### src/rtl/tetris_pkg.sv
// Shared types and constants for the falling-piece controller.
package tetris_pkg;

  // Board dimensions in cells. The collision checker owns the board edges;
  // these are the shared defaults for the blocks that sit around it.
  localparam int BOARD_W = 10;
  localparam int BOARD_H = 20;

  // Shape codes understood by single_shape.
  typedef enum logic [2:0] {
    LINE   = 3'd0,
    SQUARE = 3'd1,
    T      = 3'd2,
    L      = 3'd3,
    J      = 3'd4,
    Z      = 3'd5,
    S      = 3'd6
  } shape_t;

  // Orientation codes. A rotate steps clockwise and wraps after LEFT.
  localparam logic [1:0] UP    = 2'b00;
  localparam logic [1:0] RIGHT = 2'b01;
  localparam logic [1:0] DOWN  = 2'b10;
  localparam logic [1:0] LEFT  = 2'b11;

  // Controller FSM states, also exported on the debug port.
  typedef enum logic [2:0] {
    ST_IDLE       = 3'd0,
    ST_SPAWN      = 3'd1,
    ST_WAIT       = 3'd2,
    ST_CHECK_REQ  = 3'd3,
    ST_CHECK_RESP = 3'd4,
    ST_LOCK       = 3'd5,
    ST_OVER       = 3'd6
  } ctrl_state_t;

  // What the candidate in flight was built from; decides how a collision
  // is handled and which pending flag is retired.
  typedef enum logic [2:0] {
    REQ_ROT   = 3'd0,
    REQ_LEFT  = 3'd1,
    REQ_RIGHT = 3'd2,
    REQ_GRAV  = 3'd3,
    REQ_SPAWN = 3'd4
  } req_kind_t;

endpackage

### src/rtl/gravity_timer.sv
// Free-running gravity period counter. tick pulses for one cycle each time
// the count wraps from DROP_CYCLES-1 back to 0. clr wins over en.
module gravity_timer #(
  parameter int DROP_CYCLES = 50_000_000
) (
  input  logic clk,
  input  logic reset,
  input  logic en,
  input  logic clr,
  output logic tick
);

  localparam int CW = (DROP_CYCLES > 1) ? $clog2(DROP_CYCLES) : 1;
  localparam logic [CW-1:0] LAST = CW'(DROP_CYCLES - 1);

  logic [CW-1:0] cnt_q, cnt_d;

  // Next count and wrap pulse.
  always_comb begin
    cnt_d = cnt_q;
    tick  = 1'b0;
    if (clr) begin
      cnt_d = '0;
    end else if (en) begin
      if (cnt_q == LAST) begin
        cnt_d = '0;
        tick  = 1'b1;
      end else begin
        cnt_d = cnt_q + CW'(1);
      end
    end
  end

  // Counter register.
  always_ff @(posedge clk) begin
    if (reset) cnt_q <= '0;
    else       cnt_q <= cnt_d;
  end

endmodule

### src/rtl/piece_ctrl.sv
// Active-piece sequencer: spawn, move/rotate/gravity requests, collision
// checks through an external checker, lock and game over.
// Optional build macro HARD_DROP_EN adds the hard_drop input and the
// back-to-back gravity loop that drops the piece straight to its rest row.
//
// Checker handshake: cand_valid is high for exactly one cycle (SPAWN or
// CHECK_REQ) while cand_x/cand_y/cand_orient hold the candidate; the checker
// answers on collide in the following cycle (CHECK_RESP), where it is
// sampled once. There is no backpressure; the checker must answer in time.
module piece_ctrl
  import tetris_pkg::*;
#(
  parameter int DROP_CYCLES = 50_000_000,
  parameter int SPAWN_X     = 3
) (
  input  logic        clk,
  input  logic        reset,
  input  logic        start,
  input  logic [2:0]  next_shape,
  input  logic        mv_left,
  input  logic        mv_right,
  input  logic        rotate,
`ifdef HARD_DROP_EN
  input  logic        hard_drop,
`endif
  output logic [4:0]  cand_x,
  output logic [4:0]  cand_y,
  output logic [1:0]  cand_orient,
  output logic        cand_valid,
  input  logic        collide,
  output logic [2:0]  shape_req,
  output logic [1:0]  orient,
  output logic [4:0]  pos_x,
  output logic [4:0]  pos_y,
  output logic        lock_pulse,
  output logic        game_over,
  output ctrl_state_t dbg_state
);

  localparam logic [4:0] SPAWN_X_C = 5'(SPAWN_X);

  ctrl_state_t state_q, state_d;
  shape_t      shape_q, shape_d;
  req_kind_t   kind_q, kind_d;
  logic [1:0]  orient_q, orient_d, cand_orient_q, cand_orient_d;
  logic [4:0]  pos_x_q, pos_x_d, pos_y_q, pos_y_d;
  logic [4:0]  cand_x_q, cand_x_d, cand_y_q, cand_y_d;
  logic        game_over_q, game_over_d;
  logic        rot_pend_q, rot_pend_d, left_pend_q, left_pend_d;
  logic        right_pend_q, right_pend_d, grav_pend_q, grav_pend_d;
  logic        clr_rot, clr_left, clr_right, clr_grav, clr_all;
  logic        req_en, grav_tick;
`ifdef HARD_DROP_EN
  logic        hd_pend_q, hd_pend_d, hd_active_q, hd_active_d, clr_hd;
`endif

  // Requests are only accepted while a game is running.
  assign req_en = (state_q != ST_IDLE) && (state_q != ST_OVER);

  gravity_timer #(
    .DROP_CYCLES(DROP_CYCLES)
  ) u_gravity_timer (
    .clk  (clk),
    .reset(reset),
    .en   (req_en),
    .clr  (state_q == ST_SPAWN),
    .tick (grav_tick)
  );

  // FSM next state, candidate formation and active-piece update.
  always_comb begin
    state_d       = state_q;
    shape_d       = shape_q;
    kind_d        = kind_q;
    orient_d      = orient_q;
    pos_x_d       = pos_x_q;
    pos_y_d       = pos_y_q;
    cand_x_d      = cand_x_q;
    cand_y_d      = cand_y_q;
    cand_orient_d = cand_orient_q;
    game_over_d   = game_over_q;
    clr_rot       = 1'b0;
    clr_left      = 1'b0;
    clr_right     = 1'b0;
    clr_grav      = 1'b0;
    clr_all       = 1'b0;
`ifdef HARD_DROP_EN
    clr_hd        = 1'b0;
    hd_active_d   = hd_active_q;
`endif
    case (state_q)
      ST_IDLE: begin
        if (start) state_d = ST_SPAWN;
      end
      ST_SPAWN: begin
        shape_d  = shape_t'(next_shape);
        orient_d = UP;
        pos_x_d  = SPAWN_X_C;
        pos_y_d  = 5'd0;
        kind_d   = REQ_SPAWN;
        state_d  = ST_CHECK_RESP;
      end
      ST_WAIT: begin
        cand_x_d      = pos_x_q;
        cand_y_d      = pos_y_q;
        cand_orient_d = orient_q;
`ifdef HARD_DROP_EN
        if (hd_pend_q) begin
          clr_hd      = 1'b1;
          hd_active_d = 1'b1;
          kind_d      = REQ_GRAV;
          cand_y_d    = pos_y_q + 5'd1;
          state_d     = ST_CHECK_REQ;
        end else
`endif
        if (rot_pend_q) begin
          kind_d        = REQ_ROT;
          cand_orient_d = orient_q + 2'd1;
          state_d       = ST_CHECK_REQ;
        end else if (left_pend_q) begin
          // Column 0 cannot move further left; retire without a check.
          if (pos_x_q == 5'd0) begin
            clr_left = 1'b1;
          end else begin
            kind_d   = REQ_LEFT;
            cand_x_d = pos_x_q - 5'd1;
            state_d  = ST_CHECK_REQ;
          end
        end else if (right_pend_q) begin
          kind_d   = REQ_RIGHT;
          cand_x_d = pos_x_q + 5'd1;
          state_d  = ST_CHECK_REQ;
        end else if (grav_pend_q) begin
          kind_d   = REQ_GRAV;
          cand_y_d = pos_y_q + 5'd1;
          state_d  = ST_CHECK_REQ;
        end
      end
      ST_CHECK_REQ: begin
        state_d = ST_CHECK_RESP;
      end
      ST_CHECK_RESP: begin
        if (!collide) begin
          orient_d = cand_orient_q;
          pos_x_d  = cand_x_q;
          pos_y_d  = cand_y_q;
          state_d  = ST_WAIT;
`ifdef HARD_DROP_EN
          if (hd_active_q) begin
            cand_y_d = cand_y_q + 5'd1;
            state_d  = ST_CHECK_REQ;
          end
`endif
        end else if (kind_q == REQ_SPAWN) begin
          game_over_d = 1'b1;
          state_d     = ST_OVER;
        end else if (kind_q == REQ_GRAV) begin
          state_d = ST_LOCK;
        end else begin
          state_d = ST_WAIT;
        end
        // Retire the flag of the request just resolved.
        if (state_d == ST_WAIT) begin
          case (kind_q)
            REQ_ROT:   clr_rot   = 1'b1;
            REQ_LEFT:  clr_left  = 1'b1;
            REQ_RIGHT: clr_right = 1'b1;
            REQ_GRAV:  clr_grav  = 1'b1;
            default:   ;
          endcase
        end
      end
      ST_LOCK: begin
        clr_all = 1'b1;
        state_d = ST_SPAWN;
`ifdef HARD_DROP_EN
        hd_active_d = 1'b0;
`endif
      end
      ST_OVER: begin
        // Requests seen before the spawn failed are dropped for the next game.
        clr_all = 1'b1;
        if (start) begin
          game_over_d = 1'b0;
          state_d     = ST_SPAWN;
        end
      end
      default: state_d = ST_IDLE;
    endcase
    // The spawn position is presented as the candidate during SPAWN itself.
    if (state_d == ST_SPAWN) begin
      cand_x_d      = SPAWN_X_C;
      cand_y_d      = 5'd0;
      cand_orient_d = UP;
    end
  end

  // Pending request flags: one deep, a set beats a clear in the same cycle.
  always_comb begin
    rot_pend_d   = (rot_pend_q   & ~(clr_rot   | clr_all)) | (rotate   & req_en);
    left_pend_d  = (left_pend_q  & ~(clr_left  | clr_all)) | (mv_left  & req_en);
    right_pend_d = (right_pend_q & ~(clr_right | clr_all)) | (mv_right & req_en);
    grav_pend_d  = (grav_pend_q  & ~(clr_grav  | clr_all)) | grav_tick;
`ifdef HARD_DROP_EN
    hd_pend_d    = (hd_pend_q    & ~(clr_hd    | clr_all)) | (hard_drop & req_en);
`endif
  end

  // State registers.
  always_ff @(posedge clk) begin
    if (reset) begin
      state_q       <= ST_IDLE;
      shape_q       <= LINE;
      kind_q        <= REQ_ROT;
      orient_q      <= UP;
      pos_x_q       <= SPAWN_X_C;
      pos_y_q       <= 5'd0;
      cand_x_q      <= 5'd0;
      cand_y_q      <= 5'd0;
      cand_orient_q <= 2'd0;
      game_over_q   <= 1'b0;
      rot_pend_q    <= 1'b0;
      left_pend_q   <= 1'b0;
      right_pend_q  <= 1'b0;
      grav_pend_q   <= 1'b0;
`ifdef HARD_DROP_EN
      hd_pend_q     <= 1'b0;
      hd_active_q   <= 1'b0;
`endif
    end else begin
      state_q       <= state_d;
      shape_q       <= shape_d;
      kind_q        <= kind_d;
      orient_q      <= orient_d;
      pos_x_q       <= pos_x_d;
      pos_y_q       <= pos_y_d;
      cand_x_q      <= cand_x_d;
      cand_y_q      <= cand_y_d;
      cand_orient_q <= cand_orient_d;
      game_over_q   <= game_over_d;
      rot_pend_q    <= rot_pend_d;
      left_pend_q   <= left_pend_d;
      right_pend_q  <= right_pend_d;
      grav_pend_q   <= grav_pend_d;
`ifdef HARD_DROP_EN
      hd_pend_q     <= hd_pend_d;
      hd_active_q   <= hd_active_d;
`endif
    end
  end

  assign cand_x      = cand_x_q;
  assign cand_y      = cand_y_q;
  assign cand_orient = cand_orient_q;
  assign cand_valid  = (state_q == ST_SPAWN) || (state_q == ST_CHECK_REQ);
  assign shape_req   = shape_q;
  assign orient      = orient_q;
  assign pos_x       = pos_x_q;
  assign pos_y       = pos_y_q;
  assign lock_pulse  = (state_q == ST_LOCK);
  assign game_over   = game_over_q;
  assign dbg_state   = state_q;

endmodule

### config.mk
export PLATFORM = sky130hd
export DESIGN_NAME = piece_ctrl
export DESIGN_NICKNAME = d
export VERILOG_FILES = /design/src/rtl/tetris_pkg.sv /design/src/rtl/gravity_timer.sv /design/src/rtl/piece_ctrl.sv
export SDC_FILE = /design/constraint.sdc
export NUM_CORES = 1
export LEC_CHECK = 0
export CORE_MARGIN = 2
export CORE_UTILIZATION = 55
export CTS_BUF_LIST = sky130_fd_sc_hd__clkbuf_4
export DETAILED_ROUTE_END_ITERATION = 10
export GPL_TIMING_DRIVEN = 1
export PLACE_DENSITY = 0.8
export SKIP_CTS_REPAIR_TIMING = 1
export SLEW_MARGIN = 10
export SYNTH_ARGS = -nofsm -noshare
export SYNTH_HDL_FRONTEND = slang
export SYNTH_HIERARCHICAL = 1
export SYNTH_SLANG_ARGS = --single-unit
### constraint.sdc
create_clock -name clk -period 6.3 [get_ports clk]
set_input_delay 1.26 -clock clk [delete_from_list [all_inputs] [get_ports clk]]
set_output_delay 1.26 -clock clk [all_outputs]
set_load 0.02 [all_outputs]
# Yosys cells after proc, flatten, opt, wreduce, memory -nomap -nowiden
# Cells that the tools add are included.
# op_classes
n_addsub	5
eq_ne	20
reduce_logical	18
bitwise	19
muxes	58
# ops
cell	n
$mux 5	10
$mux 3	15
$add 26x1->26 const B	1
$eq 26x26->1 const B	1
$mux 26	1
$mux 1	21
$pmux 5 s2	2
$eq 3x2->1 const B	5
$pmux 3 s5	1
$eq 3x3->1 const B	4
$add 5x1->5 const B	2
$reduce_or 2->1	5
$eq 3x1->1 const B	3
$mux 2	4
$ne 2x2->1 const B	4
$or 1x1->1	8
$reduce_bool 2->1	4
$and 1x1->1	7
$logic_not 3->1	2
$pmux 3 s2	1
$logic_not 5->1	1
$ne 5x5->1 const B	1
$sub 5x1->5 const B	1
$ne 4x4->1 const B	1
other kinds (11)	15
# word_totals
input_bits	10
register_bits	64
output_inout_bits	33
elab_cells	136

# Logic depth before layout (Yosys ltp)
# Gate-level depths: netlist (run 1).
# logic_depth
word_depth	12
ltp_mapped	11
depth_no_buf	8

# Hierarchy
# Netlist (run 1), hierarchy kept.
# modules_own_cells
module	instances	area_each_um2	seq_area_each_um2	cells_each
piece_ctrl	1	2037.0	760.7	238
gravity_timer	1	1355.0	520.5	155

# Worst setup path before layout (run 1)
# No wires, ideal clock.
# synth_path
path_kind	register -> register
startpoint	reg state_q[1] (netlist: dbg_state[1])
endpoint	reg u_gravity_timer.cnt_q[18]
required_ps	6230
arrival_time_ps	2665
path_buffers	3
synth_period_minus_slack_ps	2735
path_stages_with_launch	10
setup_time_ps	70
path_slack_ps	3565
path_cell_list	dfxtp_1 > clkbuf_1 > nor2b_1 > or3_1 > buf_2 > nand4_4 > or4_1 > buf_2 > or4_1 > a21oi_1
# synth_between
elab_chain_len	2
word_cells_on_any_way	5
classes_between	eq/ne: 2; reduce/logical: 3
# synth_rtl
element	line	source
start: declaration	piece_ctrl.sv:42	ctrl_state_t state_q, state_d;
start signal: assignment	piece_ctrl.sv:231	state_q <= state_d;
$ne 3x3->1 / $reduce_bool 3->1 (equally long branches)	piece_ctrl.sv:58	assign req_en = (state_q != ST_IDLE) && (state_q != ST_OVER);
$logic_and 1x1->1 *	piece_ctrl.sv:58	
named net req_en	piece_ctrl.sv:52	logic req_en, grav_tick;
end signal: assignment	gravity_timer.sv:37	else cnt_q <= cnt_d;
end: declaration	gravity_timer.sv:16	logic [CW-1:0] cnt_q, cnt_d;
# The timed path passes the listed nets; every way through them passes the cells marked *.
# A chain may end at the register's enable or synchronous reset.

# Final worst setup path (run 1)
# layout_path
startpoint	reg state_q[2] (netlist: dbg_state[2])
endpoint	out lock_pulse
# layout_between
elab_chain_len	1
# layout_rtl
element	line	source
$eq 3x3->1	piece_ctrl.sv:260	assign lock_pulse = (state_q == ST_LOCK);
end: declaration	piece_ctrl.sv:35	output logic lock_pulse,
# Every way passes these cells.

==> results of run 1 <==
## cells by family after synthesis
group | count (synthesis) | share of synthesized area (%)
flip-flops | 64 | 37.8
multiplexers | 3 | 0.885
adder cells (fa/ha/maj) | 6 | 2.21
AO/OA/AOI/OAI | 90 | 17.9
AND/OR/NAND/NOR | 181 | 31.9
buffers and inverters | 28 | 3.91
XOR/XNOR | 21 | 5.42
## stage by stage
step	util, %	cell area [sq um]	hold slack, ps
detailed placement	64.2	3820	470
floorplan	-	3390	449
finish	65.8	3920	482
global placement	64.2	3820	459
CTS	65.8	3920	487
global route	65.8	3920	509
## cell usage after synthesis (3+ instances only)
library cell / count
mux2i_1: 3
nand2_1: 21
nor3b_1: 3
nand4_1: 14
o21ai_0: 19
nor3_1: 5
nand2b_1: 12
a21oi_1: 29
o31ai_1: 4
xnor2_1: 10
nor2_1: 37
nor2b_1: 5
clkbuf_1: 11
and2_1: 4
ha_1: 6
and4_1: 4
or3_1: 10
a31oi_1: 6
nor4b_1: 5
xor2_1: 11
a211oi_1: 8
or4_1: 8
or3b_1: 3
buf_2: 7
and3_1: 4
nand3_1: 24
dfxtp_1: 64
inv_1: 6
## power groups by stage
stage               Clock (mW)  Combinational [mW]  Sequential (mW)
finish                   0.222               0.112            0.437
global route             0.245               0.122            0.440
CTS                      0.225               0.112            0.437
detailed placement           0               0.111            0.446
global placement             0               0.110            0.445
floorplan                    0              0.0804            0.442
## state kept, by name, indices dropped and copies added, names as in the netlist, 3 cells and up
signal                 flops
u_gravity_timer/cnt_q     26
dbg_state                  3
shape_req                  3
kind_q                     3
cand_y                     5
pos_y                      5
cand_x                     5
pos_x                      5
## critical path: cells and delay by family, from the launching register on
family,cells,cell delay (ps)
simple gates,2,410
flops,1,590
buf+inv,1,600
## worst paths after layout
path / startpoint / endpoint / cells past startpoint
setup / recovery: dbg_state[2] / lock_pulse / 3
hold / removal: cand_orient[0] / orient[0] / 2
setup reg to reg: dbg_state[2] / u_gravity_timer/cnt_q[4] / 6
hold reg to reg: cand_orient[0] / orient[0] / 2
## layer usage
| layer | wire, um | vias up | part of all wire, % |
|---|---|---|---|
| met5 | 0 | - | 0 |
| li1 | - | 1530 | - |
| met1 | 3660 | 1487 | 46 |
| met3 | 420 | 14 | 5.3 |
| met4 | 124 | 0 | 1.6 |
| met2 | 3770 | 109 | 47 |
## layout make-up
cell class	instances	area share (%)
repair buffers	45	11.3
flip-flops and latches	64	32.7
clock inverters	5	0.671
multi-input cells	301	50.6
clock buffers	9	1.72
well taps	75	2.40
inverters	6	0.575
==> metrics.md, run 1 <==
| Metric | Value |
|---|---|
| Core Area | 5960 sq um |
| Comb power frac | 14.5% |
| Die height | 82.5 um |
| DR pass1 iterations | 5 |
| Total track usage | 25.5% |
| Switching share of total power | 30.0% |
| Vias per cell | 6.22 |
| Final setup vio count | 0 |
| Setup TNS | 0 ps |
| R2r setup slk | 3200 ps |
| Crit-path max cell delay | 600 ps |
| Clk pwr share | 28.8% |
| Yosys top cell by area | dfxtp_1 |
| Fmax | 0.306 GHz |
| PwrDens | 197 nW/um^2 |
| CTS root buf | clkbuf_4 |
| # port buffers | 42 |
| Finished Layout Cells | 505 |
| Clock skew | 15.1 ps |
| Slew HR | 22.2% |
| Arr. time, crit path | 2000 ps |
| Vias in the first global route | 2868 |
| Sequential share of the synthesized area | 37.8% |
| Routed WL | 7.98 mm |
| Synthesized Nets | 409 |
| #FFs+latches synth | 64 |
| Global routing usage on met3 | 4.67% |
| Leakage power | 1.28 nW |
| Total global routing overflow | 0 |
| Max Cap Viol | 0 |
| Cell Chain, Critical Path | nor2b_1 -> and2_1 -> clkdlybuf4s50_1 |
| Initial core utilization | 57.0% |
| GR Util met2 | 40.5% |
| Die area | 6810 sq um |
| Fillers | 535 |
| Max H-tree Level | 3 |
| Starting DRC count in detailed routing | 168 |
| Nets | 443 |
| First-pass GRT wire length | 13.5 mm |
| Yosys cell types | 64 |
| Crit-path max FO | 17 |
| Slew @ Worst Pin | 1160 ps |
| Commonest cells after routing, fill and taps aside | dfxtp_1 (64), clkdlybuf4s50_1 (42), nor2_1 (37), a21oi_1 (29), nand3_1 (24) |
| Chip width | 82.5 um |
| Ant. Diodes | 0 |
| Post-synth top flop | dfxtp_1 |
| Io pins | 43 |
| Final Power | 771 uW |
| Clk sinks | 64 |
| CP endpoint kind | output pin |
| Register Area | 1280 sq um |
| Mean routed wirelength per cell | 15.8 um |
| Area occupied by multi-input gates | 1980 sq um |
| Maximum number of pins on one net before global-route repair | 29 |
| PnR worst setup slack | 3040 ps |
| Synthesis-to-finish area growth | 15.5% |
| Placed insts | 491 |
| Dpl ws | 3180 ps |
| Worst EP required | 5040 ps |
| Number of CTS-inserted buffers | 9 |
| Flop pwr share | 56.7% |
| Initial antenna violation count | 0 |
| Final Hold Fails | 0 |
| Hpwl dp | 5.47 mm |
| Outcome | finished clean |
| Async SR Flop Fraction | 0% |
| GR peak layer | met2 |
| Maximum root-to-sink buffer count | 2 |
| Synthesized area | 3390 sq um |
| Critical-path top delay cell | clkdlybuf4s50_1 |
| Slew Viols, Final | 0 |
| Final min period | 3260 ps |
| Syn Inst Count | 393 |
| TritonCTS clock tree | yes |
| GRT met1 Usage | 33.8% |
| Routability-driven placement congestion ratio | 0.872 |
| Detail Route Antenna Nets | 0 |
| Fin crit share | 51.8% |
| Psw | 231 uW |
| Max rail drop VDD | 0.115 mV |
| Int Pwr | 540 uW |
| Rows | 28 |
| Share of the synthesized area in the top cell type | 37.8% |
| RSZ-0062 raised after global routing | false |
| EDFF count, synth | 0 |
| Share of layout cells above drive strength 1 | 6.98% |
| WS Path Type | register to output pin |
| DRC viols | 0 |
| Syn. warnings | 6 |
| Area contributors post-synth | dfxtp_1 (38%), a21oi_1 (4.3%), nor2_1 (4.1%) |
| Critical Path Start Type | register |
| Min-Delay Path Class | register to register |
| Vias | 3140 |
| CTS clk-pin slew, worst paths | 120 ps |
| Clock latency on the worst-skew pair | 410 ps |
| Commonest non-fill, non-tap cell in the layout | dfxtp_1 |
| Mean post-synth cell area | 8.63 sq um |
No activity file was read; power rests on OpenSTA's default activity.
==> run 2: changes to the inputs <==
Settings changed: CORE_UTILIZATION 55 to 52.
Clock period 6.3 ns to 2.9 ns, I/O delays scaled along.
==> run 2 against run 1 <==
Clock power is 130% higher. Routed wire length is 0.80% lower. Power grew 120%. Combinational power increased by 140%. Die area increased by 5.5%. First-iteration DRC count increased by 23%. Core utilization decreased by 2.3 points. Final cell count increased by 2.6%. Critical path depth increased by 1.
==> metrics.md, run 2 (same netlist as run 1, synthesis figures left out) <==
| Metric | Value |
|---|---|
| RSZ-0062 raised after global routing | false |
| WS Path Type | register to output pin |
| Share of layout cells above drive strength 1 | 9.30% (+2.3 points) |
| Hold WS | 494 ps (+11.5 ps) |
| Maximum number of pins on one net before global-route repair | 25 (-14%) |
| Clock skew | 17.4 ps (+2.29 ps) |
| # port buffers | 42 (unchanged) |
| Worst setup path end | cand_valid |
| Critical-path top delay cell | clkdlybuf4s50_1 |
| Largest register by flop count | u_gravity_timer/cnt_q |
| Setup crit start | dbg_state[2] |
| Initial core utilization | 53.7% (-3.2 points) |
| Final min period | 2470 ps |
| DR pass1 iterations | 4 (-1) |
| WP buf/inv | 3 (+2) |
| First-pass GRT wire length | 13.8 mm (+2.2%) |
| Slew HR | 48.8% (+27 points) |
| Hold Path Depth | 2 (unchanged) |
| Fmax | 0.405 GHz |
| Fillers | 596 (+11%) |
| Detail Route Antenna Nets | 0 (unchanged) |
| Final Power | 1.73 mW (+120%) |
| Fin crit share | 85.2% |
| Final setup vio count | 0 (unchanged) |
| Setup TNS | 0 ps (unchanged) |
| Max reg flops | 26 (unchanged) |
| Family with the most delay on the worst path | buffers and inverters |
| Vias per cell | 6.06 (-2.6%) |
| CTS root buf | clkbuf_4 |
| Synthesis-to-finish area growth | 18.1% |
| Launch point of the worst reg-to-reg path | dbg_state[1] |
| Max rail drop VDD | 0.300 mV (+160%) |
| Critical Path Start Type | register |
| Outcome | finished clean |
| Crit-path max cell delay | 610 ps (about the same) |
| Worst EP required | 2320 ps (-2720 ps) |
| Vias in the first global route | 2917 (+1.7%) |
| Worst path depth | 4 (+1) |
| Commonest cells after routing, fill and taps aside | dfxtp_1 (64), clkdlybuf4s50_1 (42), nor2_1 (37), a21oi_1 (29), nand3_1 (24) |
| Slew @ Worst Pin | 767 ps (-395 ps) |
| Routed WL | 7.92 mm (-0.80%) |
| Mean routed wirelength per cell | 15.3 um (-3.3%) |
| Die height | 84.8 um (+2.7%) |
| DRC viols | 0 (unchanged) |
| Final Hold Fails | 0 (unchanged) |
| R2r worst-path depth | 6 (unchanged) |
| Max H-tree Level | 3 (unchanged) |
| Ant. Diodes | 0 (unchanged) |
| R2r setup slk | 530 ps (-2670 ps) |
| Rows | 29 (+3.6%) |
| Core Area | 6310 sq um (+6.0%) |
| Routability-driven placement congestion ratio | 0.870 (-0.28%) |
| Reg-to-Reg End | u_gravity_timer/cnt_q[18] |
| Die area | 7190 sq um (+5.5%) |
| Dpl ws | 577 ps (-2600 ps) |
| CP endpoint kind | output pin |
| Vias | 3138 (-0.064%) |
| Clock latency on the worst-skew pair | 420 ps (about the same) |
| CTS clk-pin slew, worst paths | 110 ps (about the same) |
| TritonCTS clock tree | yes |
| Chip width | 84.8 um (+2.7%) |
| Total track usage | 23.5% (-2.0 points) |
| Cell Chain, Critical Path | buf_4 -> nand2b_1 -> inv_1 -> clkdlybuf4s50_1 |
| Nets | 452 (+2.0%) |
| Max Cap Viol | 0 (unchanged) |
| Min-Delay Path Class | register to register |
| Total global routing overflow | 0 (unchanged) |
| Maximum root-to-sink buffer count | 2 (unchanged) |
| Hpwl dp | 5.73 mm (+4.7%) |
| Initial antenna violation count | 0 (unchanged) |
| Arr. time, crit path | 1890 ps (-110 ps) |
| Starting DRC count in detailed routing | 206 (+23%) |
| PnR worst setup slack | 430 ps (-2610 ps) |
| Commonest non-fill, non-tap cell in the layout | dfxtp_1 |
| Leakage power | 1.34 nW (+4.4%) |
| Clk sinks | 64 (unchanged) |
| Io pins | 43 (unchanged) |
| Number of CTS-inserted buffers | 9 (unchanged) |
| Slew Viols, Final | 0 (unchanged) |
| PwrDens | 431 nW/um^2 (+120%) |
| Crit-path max FO | 15 (-2) |
## run 2: final cells by class
class / instances / area, sq um / area share [%]
Clock buffer: 12 / 90.1 / 2.25
Clock inverter: 4 / 21.3 / 0.531
Inverter: 6 / 22.5 / 0.562
Multi-Input combinational cell: 301 / 1980 / 49.5
Sequential cell: 64 / 1280 / 32.0
Tap cell: 77 / 96.3 / 2.41
Timing Repair Buffer: 54 / 510 / 12.7
## run 2: how the worst min path moves through the flow
stage,start,endpoint,slack (ps)
floorplan,u_gravity_timer/cnt_q[25],u_gravity_timer/cnt_q[25],450
global placement,cand_y[4],pos_y[4],470
detailed placement,cand_x[2],pos_x[2],480
CTS,cand_x[2],pos_x[2],500
global route,shape_req[1],shape_req[1],530
finish,cand_y[0],pos_y[0],490
## run 2: metal layers
metal | up-vias | share of wire [%] | track usage [%]
li1 | 1554 | - | -
met1 | 1480 | 48 | 32.8
met2 | 96 | 45 | 35.6
met3 | 8 | 6.3 | 5.11
met4 | 0 | 1.3 | 9.24
met5 | - | 0 | 0
## run 2: worst register-to-register path, delay by kind of cell (launching register included)
kind | cells | cell delay, ps
flip-flops | 1 | 440
AO/OA/AOI/OAI | 1 | 140
AND/OR/NAND/NOR | 5 | 1730
## run 2: through the flow
| step | util, % | cell area, sq um | std cells |
|---|---|---|---|
| finish | 63.4 | 4010 | 518 |
| global route | 63.4 | 4010 | 518 |
| CTS | 63.4 | 4010 | 518 |
| detailed placement | 61.7 | 3890 | 502 |
| global placement | 61.7 | 3890 | 502 |
| floorplan | - | 3390 | 393 |
## run 2: where the power goes
part | total, mW | internal (mW) | switching [mW]
clock | 0.519 | 0.200 | 0.319
combinational | 0.268 | 0.124 | 0.144
sequential | 0.941 | 0.902 | 0.0386
==> run 3: changes to the inputs <==
Settings changed: TNS_END_PERCENT set to 5.
==> results of run 3 <==
No change in the layout: final DEF, timing and power equal those of run 2.
